## config.mk

```make
export PLATFORM = sky130hd
export DESIGN_NAME = ucsbece152a_counter_ctrl_flat
export DESIGN_NICKNAME = d
export VERILOG_FILES = /design/src/rtl/ucsbece152a_counter_ctrl_if.sv /design/src/rtl/ucsbece152a_counter_ctrl.sv /design/src/flat_wrapper.sv
export SDC_FILE = /design/constraint.sdc
export NUM_CORES = 1
export LEC_CHECK = 0
export CAP_MARGIN = 20
export CORE_ASPECT_RATIO = 0.7
export CORE_UTILIZATION = 28
export CTS_BUF_LIST = sky130_fd_sc_hd__clkbuf_2 sky130_fd_sc_hd__clkbuf_4 sky130_fd_sc_hd__clkbuf_8
export DETAILED_ROUTE_END_ITERATION = 10
export DONT_BUFFER_PORTS = 1
export SYNTH_ARGS = -nofsm -noshare
export SYNTH_HDL_FRONTEND = slang
export SYNTH_SLANG_ARGS = --single-unit
```

## constraint.sdc

```tcl
create_clock -name clk -period 2.9 [get_ports clk]
set_clock_uncertainty 0.2 [all_clocks]
set_input_delay 0.145 -clock clk [delete_from_list [all_inputs] [get_ports clk]]
set_output_delay 0.145 -clock clk [all_outputs]
set_load 0.005 [all_outputs]
```

## src/rtl/ucsbece152a_counter_ctrl_if.sv

```systemverilog
// ----------------------------------------------------------------------------
// ucsbece152a_counter_ctrl_if
//
// Bundles the command handshake and the counter feedback/drive signals of the
// counter sequencer.
//
// Signals:
//   start_i    command strobe
//   stop_i     abort strobe
//   passes_i   number of bounce passes for the next command
//   hold_i     dwell cycles at each endpoint for the next command
//   count_i    feedback from the counter's count_o
//   enable_o   drives the counter's enable_i
//   dir_o      drives the counter's dir_i (0 = up, 1 = down)
//   busy_o     controller is not idle
//   done_o     one-cycle pulse on normal completion
//   pass_cnt_o completed passes of the current or last command
//
// Modports:
//   slave  - the sequencer (consumes commands, produces counter controls)
//   master - the command source / system side
// ----------------------------------------------------------------------------
interface ucsbece152a_counter_ctrl_if #(
    parameter int WIDTH  = 3,
    parameter int PASS_W = 4,
    parameter int HOLD_W = 3
);
    logic              start_i;
    logic              stop_i;
    logic [PASS_W-1:0] passes_i;
    logic [HOLD_W-1:0] hold_i;
    logic [WIDTH-1:0]  count_i;
    logic              enable_o;
    logic              dir_o;
    logic              busy_o;
    logic              done_o;
    logic [PASS_W-1:0] pass_cnt_o;

    modport slave (
        input  start_i, stop_i, passes_i, hold_i, count_i,
        output enable_o, dir_o, busy_o, done_o, pass_cnt_o
    );

    modport master (
        output start_i, stop_i, passes_i, hold_i, count_i,
        input  enable_o, dir_o, busy_o, done_o, pass_cnt_o
    );
endinterface

```

## src/rtl/ucsbece152a_counter_ctrl.sv

```systemverilog
// ----------------------------------------------------------------------------
// ucsbece152a_counter_ctrl
//
// Sequencer for the ucsbece152a_counter up/down counter. Each command runs a
// programmed number of bounce passes (0 -> MAX -> 0) with a programmable
// dwell at both endpoints. If the counter is not at 0 when a command starts,
// it is first walked down to 0 (ALIGN). The final pass ends at 0 without a
// bottom dwell.
//
// Ports:
//   clk   rising-edge clock, shared with the counter
//   rst   asynchronous active-low reset (controller only)
//   bus   ucsbece152a_counter_ctrl_if.slave: command handshake, counter
//         enable/direction and count feedback
//
// Parameters WIDTH/PASS_W/HOLD_W must match those of the connected interface
// instance and WIDTH must match the driven counter (WIDTH >= 2).
// ----------------------------------------------------------------------------
module ucsbece152a_counter_ctrl #(
    parameter int WIDTH  = 3,
    parameter int PASS_W = 4,
    parameter int HOLD_W = 3
) (
    input  logic                         clk,
    input  logic                         rst,
    ucsbece152a_counter_ctrl_if.slave    bus
);

    typedef enum logic [2:0] {
        S_IDLE,
        S_ALIGN,
        S_UP,
        S_HOLD_TOP,
        S_DOWN,
        S_HOLD_BOT,
        S_DONE
    } state_t;

    // The controller reacts one edge early: the counter takes its last step
    // on the same edge the state leaves UP/DOWN/ALIGN, so it never overshoots.
    localparam logic [WIDTH-1:0] CNT_ONE    = WIDTH'(1);
    localparam logic [WIDTH-1:0] CNT_TOP_M1 = {{(WIDTH-1){1'b1}}, 1'b0};

    state_t            r_state;
    logic [PASS_W-1:0] r_passes;
    logic [HOLD_W-1:0] r_hold;
    logic [HOLD_W-1:0] r_hold_cnt;
    logic [PASS_W-1:0] r_pass_cnt;
    logic              r_enable;
    logic              r_dir;
    logic              r_busy;
    logic              r_done;

    state_t            w_next_state;
    logic [PASS_W-1:0] w_pass_inc;
    logic              w_start_acc;
    logic              w_pass_step;
    logic              w_hold_load;
    logic              w_hold_zero;

    assign w_pass_inc  = r_pass_cnt + PASS_W'(1);
    assign w_hold_zero = (r_hold == '0);
    assign w_start_acc = (r_state == S_IDLE) && bus.start_i && !bus.stop_i;
    // A pass completes on the edge the counter steps 1 -> 0 while going down;
    // an abort on that same edge leaves the pass count untouched.
    assign w_pass_step = (r_state == S_DOWN) && (bus.count_i == CNT_ONE) && !bus.stop_i;
    assign w_hold_load = ((w_next_state == S_HOLD_TOP) && (r_state != S_HOLD_TOP)) ||
                         ((w_next_state == S_HOLD_BOT) && (r_state != S_HOLD_BOT));

    always_comb begin
        // NOTE: default assignment first so every path assigns w_next_state
        // and no latch is inferred.
        w_next_state = r_state;
        case (r_state)
            S_IDLE: begin
                if (w_start_acc) begin
                    if (bus.passes_i == '0)
                        w_next_state = S_DONE;
                    else if (bus.count_i == '0)
                        w_next_state = S_UP;
                    else
                        w_next_state = S_ALIGN;
                end
            end
            S_ALIGN: begin
                if (bus.count_i == CNT_ONE)
                    w_next_state = S_UP;
            end
            S_UP: begin
                if (bus.count_i == CNT_TOP_M1)
                    w_next_state = w_hold_zero ? S_DOWN : S_HOLD_TOP;
            end
            S_HOLD_TOP: begin
                if (r_hold_cnt == HOLD_W'(1))
                    w_next_state = S_DOWN;
            end
            S_DOWN: begin
                if (bus.count_i == CNT_ONE) begin
                    if (w_pass_inc == r_passes)
                        w_next_state = S_DONE;
                    else if (w_hold_zero)
                        w_next_state = S_UP;
                    else
                        w_next_state = S_HOLD_BOT;
                end
            end
            S_HOLD_BOT: begin
                if (r_hold_cnt == HOLD_W'(1))
                    w_next_state = S_UP;
            end
            S_DONE:  w_next_state = S_IDLE;
            default: w_next_state = S_IDLE;
        endcase

        // Abort wins over everything once a command is running.
        if ((r_state != S_IDLE) && bus.stop_i)
            w_next_state = S_IDLE;
    end

    always_ff @(posedge clk or negedge rst) begin
        if (!rst) begin
            r_state    <= S_IDLE;
            r_passes   <= '0;
            r_hold     <= '0;
            r_hold_cnt <= '0;
            r_pass_cnt <= '0;
            r_enable   <= 1'b0;
            r_dir      <= 1'b0;
            r_busy     <= 1'b0;
            r_done     <= 1'b0;
        end else begin
            // NOTE: non-blocking assignments here so every register samples
            // the pre-edge values, independent of statement order.
            r_state <= w_next_state;

            if (w_start_acc) begin
                r_passes   <= bus.passes_i;
                r_hold     <= bus.hold_i;
                r_pass_cnt <= '0;
            end else if (w_pass_step) begin
                r_pass_cnt <= w_pass_inc;
            end

            // Dwell counter: loaded with the programmed hold on entry to a
            // dwell state, leaves when it reads 1.
            if (w_hold_load)
                r_hold_cnt <= r_hold;
            else if ((r_state == S_HOLD_TOP) || (r_state == S_HOLD_BOT))
                r_hold_cnt <= r_hold_cnt - HOLD_W'(1);

            // Outputs are decoded from the next state and registered, so they
            // are a pure function of the state register in every cycle.
            r_enable <= (w_next_state == S_ALIGN) || (w_next_state == S_UP) ||
                        (w_next_state == S_DOWN);
            r_dir    <= (w_next_state == S_ALIGN) || (w_next_state == S_DOWN);
            r_busy   <= (w_next_state != S_IDLE);
            r_done   <= (w_next_state == S_DONE);
        end
    end

    assign bus.enable_o   = r_enable;
    assign bus.dir_o      = r_dir;
    assign bus.busy_o     = r_busy;
    assign bus.done_o     = r_done;
    assign bus.pass_cnt_o = r_pass_cnt;

endmodule
```

## src/flat_wrapper.sv

```systemverilog
// flat-port wrapper written by rule: the top's interface ports become plain ports
module ucsbece152a_counter_ctrl_flat 
#(
    parameter int WIDTH  = 3,
    parameter int PASS_W = 4,
    parameter int HOLD_W = 3
)
  (clk, rst, bus_start_i, bus_stop_i, bus_passes_i, bus_hold_i, bus_count_i, bus_enable_o, bus_dir_o, bus_busy_o, bus_done_o, bus_pass_cnt_o);
  ucsbece152a_counter_ctrl_if #(.WIDTH(WIDTH), .PASS_W(PASS_W), .HOLD_W(HOLD_W)) bus_i ();
  input  logic clk;
  input  logic rst;
  input wire logic [$bits(bus_i.start_i)-1:0] bus_start_i;
  input wire logic [$bits(bus_i.stop_i)-1:0] bus_stop_i;
  input wire logic [$bits(bus_i.passes_i)-1:0] bus_passes_i;
  input wire logic [$bits(bus_i.hold_i)-1:0] bus_hold_i;
  input wire logic [$bits(bus_i.count_i)-1:0] bus_count_i;
  output wire logic [$bits(bus_i.enable_o)-1:0] bus_enable_o;
  output wire logic [$bits(bus_i.dir_o)-1:0] bus_dir_o;
  output wire logic [$bits(bus_i.busy_o)-1:0] bus_busy_o;
  output wire logic [$bits(bus_i.done_o)-1:0] bus_done_o;
  output wire logic [$bits(bus_i.pass_cnt_o)-1:0] bus_pass_cnt_o;
  assign bus_i.start_i = bus_start_i;
  assign bus_i.stop_i = bus_stop_i;
  assign bus_i.passes_i = bus_passes_i;
  assign bus_i.hold_i = bus_hold_i;
  assign bus_i.count_i = bus_count_i;
  assign bus_enable_o = bus_i.enable_o;
  assign bus_dir_o = bus_i.dir_o;
  assign bus_busy_o = bus_i.busy_o;
  assign bus_done_o = bus_i.done_o;
  assign bus_pass_cnt_o = bus_i.pass_cnt_o;
  ucsbece152a_counter_ctrl #(.WIDTH(WIDTH), .PASS_W(PASS_W), .HOLD_W(HOLD_W)) u_core (.clk(clk), .rst(rst), .bus(bus_i));
endmodule
```

### Yosys cells after proc, flatten, opt, wreduce, memory -nomap -nowiden

Cells that the tools add are included.

| storage, ports and cells | value |
|---|---|
| bits in registers | 21 |
| bits of input ports | 14 |
| word-level logic and storage cells | 66 |
| output and inout port bits | 8 |

| operators by class | value |
|---|---|
| add/subtract/negate cells | 2 |
| reductions and logical operators | 21 |
| eq/ne operators | 17 |
| muxes and demuxes | 17 |

Operators with widths:

| operator | number |
|---|---|
| 3-bit two-way mux | 13 |
| 3-bit equality test, second input constant | 6 |
| 3-bit one-hot mux with 6 select lines | 1 |
| 3-bit by 1-bit equality test with 1-bit output, second input constant | 4 |
| 3-bit by 2-bit equality test with 1-bit output, second input constant | 4 |
| 3-bit zero test | 3 |
| 4-bit two-way mux | 2 |
| 1-bit logical AND | 7 |
| 3-bit nonzero test | 2 |
| 1-bit logical OR | 5 |
| 4-bit by 1-bit adder with 4-bit output, second input constant | 1 |
| 4-bit equality test | 1 |
| 4-bit zero test | 1 |
| 2-bit nonzero test | 2 |
| 3-bit by 2-bit inequality test with 1-bit output, second input constant | 1 |
| 3-bit inequality test, second input constant | 1 |
| 3-bit by 1-bit subtractor with 3-bit output, second input constant | 1 |
| 2-bit two-way mux | 1 |
| 1-bit zero test | 1 |

### Logic depth before layout (Yosys ltp)

| logic depth | value |
|---|---|
| depth in word-level cells | 10 |
| gate-level depth with buffers | 9 |

### Worst setup path before layout

Ideal clock, no wire load.

| timing path | value |
|---|---|
| path kind | register -> register |
| start | register u_core.r_pass_cnt[0] (netlist: u_core.bus.pass_cnt_o[0]) |
| end | register u_core.r_hold_cnt[0] |
| path slack | 0.382 ns |
| path buffers | 0 |
| stages on the path, launching flop included | 9 |
| setup time | 0.128 ns |
| clock period less this slack | 2.518 ns |
| required time | 2.572 ns |
| data arrival time | 2.191 ns |
| cells stage by stage | dfrtp_1 > ha_1 > xor3_1 > nor3_1 > and2_1 > o311ai_2 > and2b_1 > o21ai_2 > mux2_1 |

| on the way | value |
|---|---|
| cells in the longest elaborated chain, start to end | 10 |

RTL lines:

| item | RTL line | source |
|---|---|---|
| from (decl) | ucsbece152a_counter_ctrl.sv:48 | `logic [PASS_W-1:0] r_pass_cnt;` |
| from (signal assigned) | ucsbece152a_counter_ctrl.sv:141 | `r_pass_cnt <= w_pass_inc;` |
| 4-bit by 1-bit adder with 4-bit output (*) | ucsbece152a_counter_ctrl.sv:61 | `assign w_pass_inc = r_pass_cnt + PASS_W'(1);` |
| 4-bit equality test (*) | ucsbece152a_counter_ctrl.sv:99 | `if (w_pass_inc == r_passes)` |
| 3-bit two-way mux (*) | ucsbece152a_counter_ctrl.sv:99 |  |
| 3-bit two-way mux (*) | ucsbece152a_counter_ctrl.sv:98 | `if (bus.count_i == CNT_ONE) begin` |
| 3-bit one-hot mux with 6 select lines (*) | ucsbece152a_counter_ctrl.sv:74 | `case (r_state)` |
| 3-bit two-way mux (*) | ucsbece152a_counter_ctrl.sv:116 | `if ((r_state != S_IDLE) && bus.stop_i)` |
| named net u_core.w_next_state[0] | ucsbece152a_counter_ctrl.sv:54 | `state_t w_next_state;` |
| 3-bit by 2-bit equality test with 1-bit output / 3-bit equality test (equally long branches) | ucsbece152a_counter_ctrl.sv:67, ucsbece152a_counter_ctrl.sv:68 |  |
| 1-bit logical AND (on tied branches) | ucsbece152a_counter_ctrl.sv:67, ucsbece152a_counter_ctrl.sv:68 |  |
| 1-bit logical OR (*) | ucsbece152a_counter_ctrl.sv:67 | `assign w_hold_load = ((w_next_state == S_HOLD_TOP) && (r_state != S_HOLD_TOP)) \|\|` |
| 3-bit two-way mux / 2-bit nonzero test (equally long branches) | - |  |
| to (signal assigned) | ucsbece152a_counter_ctrl.sv:147 | `r_hold_cnt <= r_hold;` |
| to (signal assigned) | ucsbece152a_counter_ctrl.sv:149 | `r_hold_cnt <= r_hold_cnt - HOLD_W'(1);` |
| to (decl) | ucsbece152a_counter_ctrl.sv:47 | `logic [HOLD_W-1:0] r_hold_cnt;` |

Mark *: on every way through the listed nets, which the timed path passes. The rest lies on a longest branch.
A chain may end at the register's enable or synchronous reset.

### Final worst setup path

| timing path | value |
|---|---|
| start | register u_core.r_state[2] |
| end | register u_core.r_hold_cnt[2] |

| on the way | value |
|---|---|
| cells in the longest elaborated chain, start to end | 10 |

RTL lines:

| item | RTL line | source |
|---|---|---|
| from (decl) | ucsbece152a_counter_ctrl.sv:44 | `state_t r_state;` |
| from (signal assigned) | ucsbece152a_counter_ctrl.sv:134 | `r_state <= w_next_state;` |
| 3-bit zero test | ucsbece152a_counter_ctrl.sv:63, ucsbece152a_counter_ctrl.sv:74 |  |
| 1-bit logical AND (2 in series) | ucsbece152a_counter_ctrl.sv:63 | `assign w_start_acc = (r_state == S_IDLE) && bus.start_i && !bus.stop_i;` |
| 3-bit two-way mux | ucsbece152a_counter_ctrl.sv:76 | `if (w_start_acc) begin` |
| 3-bit one-hot mux with 6 select lines | ucsbece152a_counter_ctrl.sv:74 |  |
| 3-bit two-way mux (*) | ucsbece152a_counter_ctrl.sv:116 |  |
| named net u_core.w_next_state[0] | ucsbece152a_counter_ctrl.sv:54 |  |
| 3-bit by 2-bit equality test with 1-bit output / 3-bit equality test (equally long branches) | ucsbece152a_counter_ctrl.sv:67, ucsbece152a_counter_ctrl.sv:68 |  |
| 1-bit logical AND (on tied branches) | ucsbece152a_counter_ctrl.sv:67, ucsbece152a_counter_ctrl.sv:68 |  |
| 1-bit logical OR (*) | ucsbece152a_counter_ctrl.sv:67 |  |
| 3-bit two-way mux / 2-bit nonzero test (equally long branches) | - |  |

Marked as above.

==> flow_metrics.env <==
export IMPL_outcome="finished, final reports clean"
export IMPL_crit_slowest_cell="or4b_1"
export IMPL_cts_root_buffer="clkbuf_8"
export IMPL_die_h_um=59.1
export IMPL_wire_per_inst_um=15.9
export IMPL_track_usage_pct=13.4
export IMPL_power_density_nw_per_um2=900
export IMPL_start_util_pct=29.6
export IMPL_cts_tree="yes"
export IMPL_cts_sinks=21
export IMPL_startpoint_type="flip-flop"
export IMPL_syn_to_final_growth_pct=18.6
export IMPL_grt_busiest_layer="met2"
export IMPL_h_tree_depth=1
export IMPL_n_antenna_cell=0
export IMPL_drt_pass1_iterations=5
export IMPL_p_total_w=0.00139
export IMPL_arrival_ns=2.69
export IMPL_seqPwrFrac_pct=36.3
export IMPL_drtIter0Drc=47
export IMPL_grt_pass1_wl_mm=5.08
export IMPL_cts_buffers=3
export IMPL_ant_nets=0
export IMPL_mostFrequentLayoutCells="20 x dfrtp_1, 10 x dlygate4sd3_1, 9 x mux2_2, 9 x nand2_1, 7 x nor2_1"
export IMPL_power_frac_clock_pct=14.3
export IMPL_finalSetupViolCount=0
export IMPL_dieWidth_um=83.6
export IMPL_drc=0
export IMPL_cp_data_required_time_ns=2.84
export IMPL_final_common_cell="dfrtp_1"
export IMPL_worst_path_max_fanout=9
export IMPL_pin_count=22
export IMPL_viasPerCell=5.33
export IMPL_nNetsFinal=155
export IMPL_relSlewSlack_pct=51.5
export IMPL_vias=1023
export IMPL_period_minus_slack_ns=2.75
export IMPL_dp_final_hpwl_mm=2.35
export IMPL_maxCapViolations=0
export IMPL_synth_flop_cell="dfrtp_1"
export IMPL_gp_congestion=0.843
export IMPL_peakVddDrop_uv=430
export IMPL_clock_path_buffers=2
export IMPL_synth_seq_area_share_pct=40.3
export IMPL_antenna_found_initial=0
export IMPL_leakagePower_nw=0.642
export IMPL_dieArea_um2=4940
export IMPL_tightest_slew_ns=0.726
export IMPL_core_um2=4400
export IMPL_finalMaxSlewViolations=0
export IMPL_grt_max_degree=22
export IMPL_rsz0062_at_grt="false"
export IMPL_clkTransAtPathRegs_ns=0.07
export IMPL_synth_edf_count=0
export IMPL_timing_fmax_mhz=364
export IMPL_crit_path_cell_trace="or4b_1 > nor4_2 > a311oi_1 > o311ai_2 > and2b_1 > o21ai_2 > mux2_1"
export IMPL_clock_latency_ns=0.26
export IMPL_grt_pass1_vias=1078
export IMPL_grtUsageMet1_pct=17.0
export IMPL_slowest_delay_ns=0.75
export IMPL_portBuffers=0
export IMPL_synthesis_nets=140
export IMPL_yosys_warnings=0
export IMPL_finalSetupTns_ns=0
export IMPL_multiInputGateArea_um2=742
export IMPL_yosysUniqueCellTypes=48
export IMPL_swShare_pct=39.1
export IMPL_synthCells=123
export IMPL_ys_async_sr_fraction_pct=100
export IMPL_period_share_pct=94.8
export IMPL_finalWirelength_mm=3.06
export IMPL_hold_path_class="in2reg"
export IMPL_gr_total_overflow=0
export IMPL_met3_usage_pct=2.79
export IMPL_cts_setup_buffers=0
export IMPL_p_sw_w=0.000544
export IMPL_internal_power_w=0.000847
export IMPL_drive_above_1_share_pct=19.7
export IMPL_worstSetupPathType="reg2reg"
export IMPL_end_kind="flip-flop"
export IMPL_seq_area_um2=527
export IMPL_synth_area_per_cell_um2=10.6
export IMPL_layout_filler_cells=446
export IMPL_rows=20
export IMPL_hold_viol_final=0
export IMPL_combPwrFrac_pct=49.4
export IMPL_netlist_area_um2=1300
export IMPL_grtUsageMet2_pct=22.0
export IMPL_ys_ff_latch=21
[what timing repair did]
item | in CTS | in global routing
gates resized for setup | 0 | 1
hold endpoints to repair | 34 | 1
hold buffers | 9 | 1
endpoints found under the setup margin | 0 | 3
[critical path: cells and delay by family (launching register included)]
family	cells	cell delay [ns]
simple gates	3	1.29
compound gates	3	0.32
flops	1	0.48
mux	1	0.33
[cells in the mapped netlist (all sizes together) (3+ instances only)]
master | count | share of area [%]
buf | 3 | 1.1
nand3 | 3 | 1.2
mux2 | 12 | 10
a21oi | 3 | 1.2
xor2 | 3 | 2.0
o21ai | 4 | 1.8
inv | 4 | 1.2
nor2 | 8 | 3.6
nor3 | 4 | 1.5
nand2 | 9 | 2.6
nor2b | 3 | 1.4
nand2b | 3 | 1.4
xnor2 | 5 | 3.4
ha | 3 | 2.9
dfrtp | 21 | 40
[cells by family (layout without fill, tap and decap cells)]
group,Yosys count,after routing,synth area share [%]
AO/OA/AOI/OAI,24,24,15.5
XOR/XNOR,9,9,7.20
adder cells (fa/ha/maj),3,3,2.88
buffers and inverters,9,23,2.78
flip-flops,21,21,40.3
multiplexers,14,14,11.9
AND/OR/NAND/NOR,43,43,19.5
[path summary, 6_finish.rpt]
| check | to | cells past startpoint | slack [ns] | startpoint |
|---|---|---|---|---|
| hold reg to reg | u_core.r_passes[0] | 1 | 0.34 | u_core.r_passes[0] |
| hold / removal | u_core.r_state[2] | 3 | 0.12 | bus_stop_i |
| min in group asynchronous | u_core.r_hold_cnt[0] | 2 | 0.48 | rst |
| setup reg to reg | u_core.r_hold_cnt[2] | 7 | 0.15 | u_core.r_state[2] |
| setup / recovery | u_core.r_hold_cnt[2] | 7 | 0.15 | u_core.r_state[2] |
| max in group asynchronous | u_core.bus.pass_cnt_o[0] | 3 | 1.63 | rst |
[power groups by stage]
stage | combinational, W | clock (W) | sequential (W)
after global routing | 0.000766 | 0.000222 | 0.000520
after global placement | 0.000635 | 0 | 0.000503
after detailed placement | 0.000667 | 0 | 0.000509
final | 0.000687 | 0.000199 | 0.000505
after floorplan | 0.000548 | 0 | 0.000478
after CTS | 0.000687 | 0.000208 | 0.000503
[routing by layer]
| layer | share of wire [%] | wire, um |
|---|---|---|
| met5 | 0 | 0 |
| met4 | 1.7 | 52 |
| met3 | 5.1 | 157 |
| met2 | 48 | 1470 |
| met1 | 45 | 1380 |
[layout make-up]
cell class	instances	area share, %
Multi-Input combinational cell	93	48.0
Sequential cell	21	34.1
Timing Repair Buffer	15	9.39
Tap cell	55	4.45
Clock buffer	4	3.16
Inverter	4	0.971
[registers in the layout (all words and copies together), names as in the netlist]
register               cells
u_core.bus.busy_o          1
u_core.bus.dir_o           1
u_core.bus.done_o          1
u_core.bus.enable_o        1
u_core.bus.pass_cnt_o      4
u_core.r_hold              3
u_core.r_hold_cnt          3
u_core.r_passes            4
u_core.r_state             3
[through the flow]
stage | instances | hold WS [ns] | utilization [%] | setup slack, ns | area [um^2]
global placement | 177 | -0.350 | 31.4 | 0.231 | 1380
CTS | 190 | 0.100 | 34.5 | 0.127 | 1520
detailed placement | 177 | -0.350 | 31.4 | 0.146 | 1380
finish | 192 | 0.115 | 35.1 | 0.150 | 1550
global route | 192 | 0.125 | 35.1 | 0.00678 | 1550
floorplan | 123 | -0.351 | - | 0.382 | 1300
Note: power is estimated with default switching activity, not from simulation.
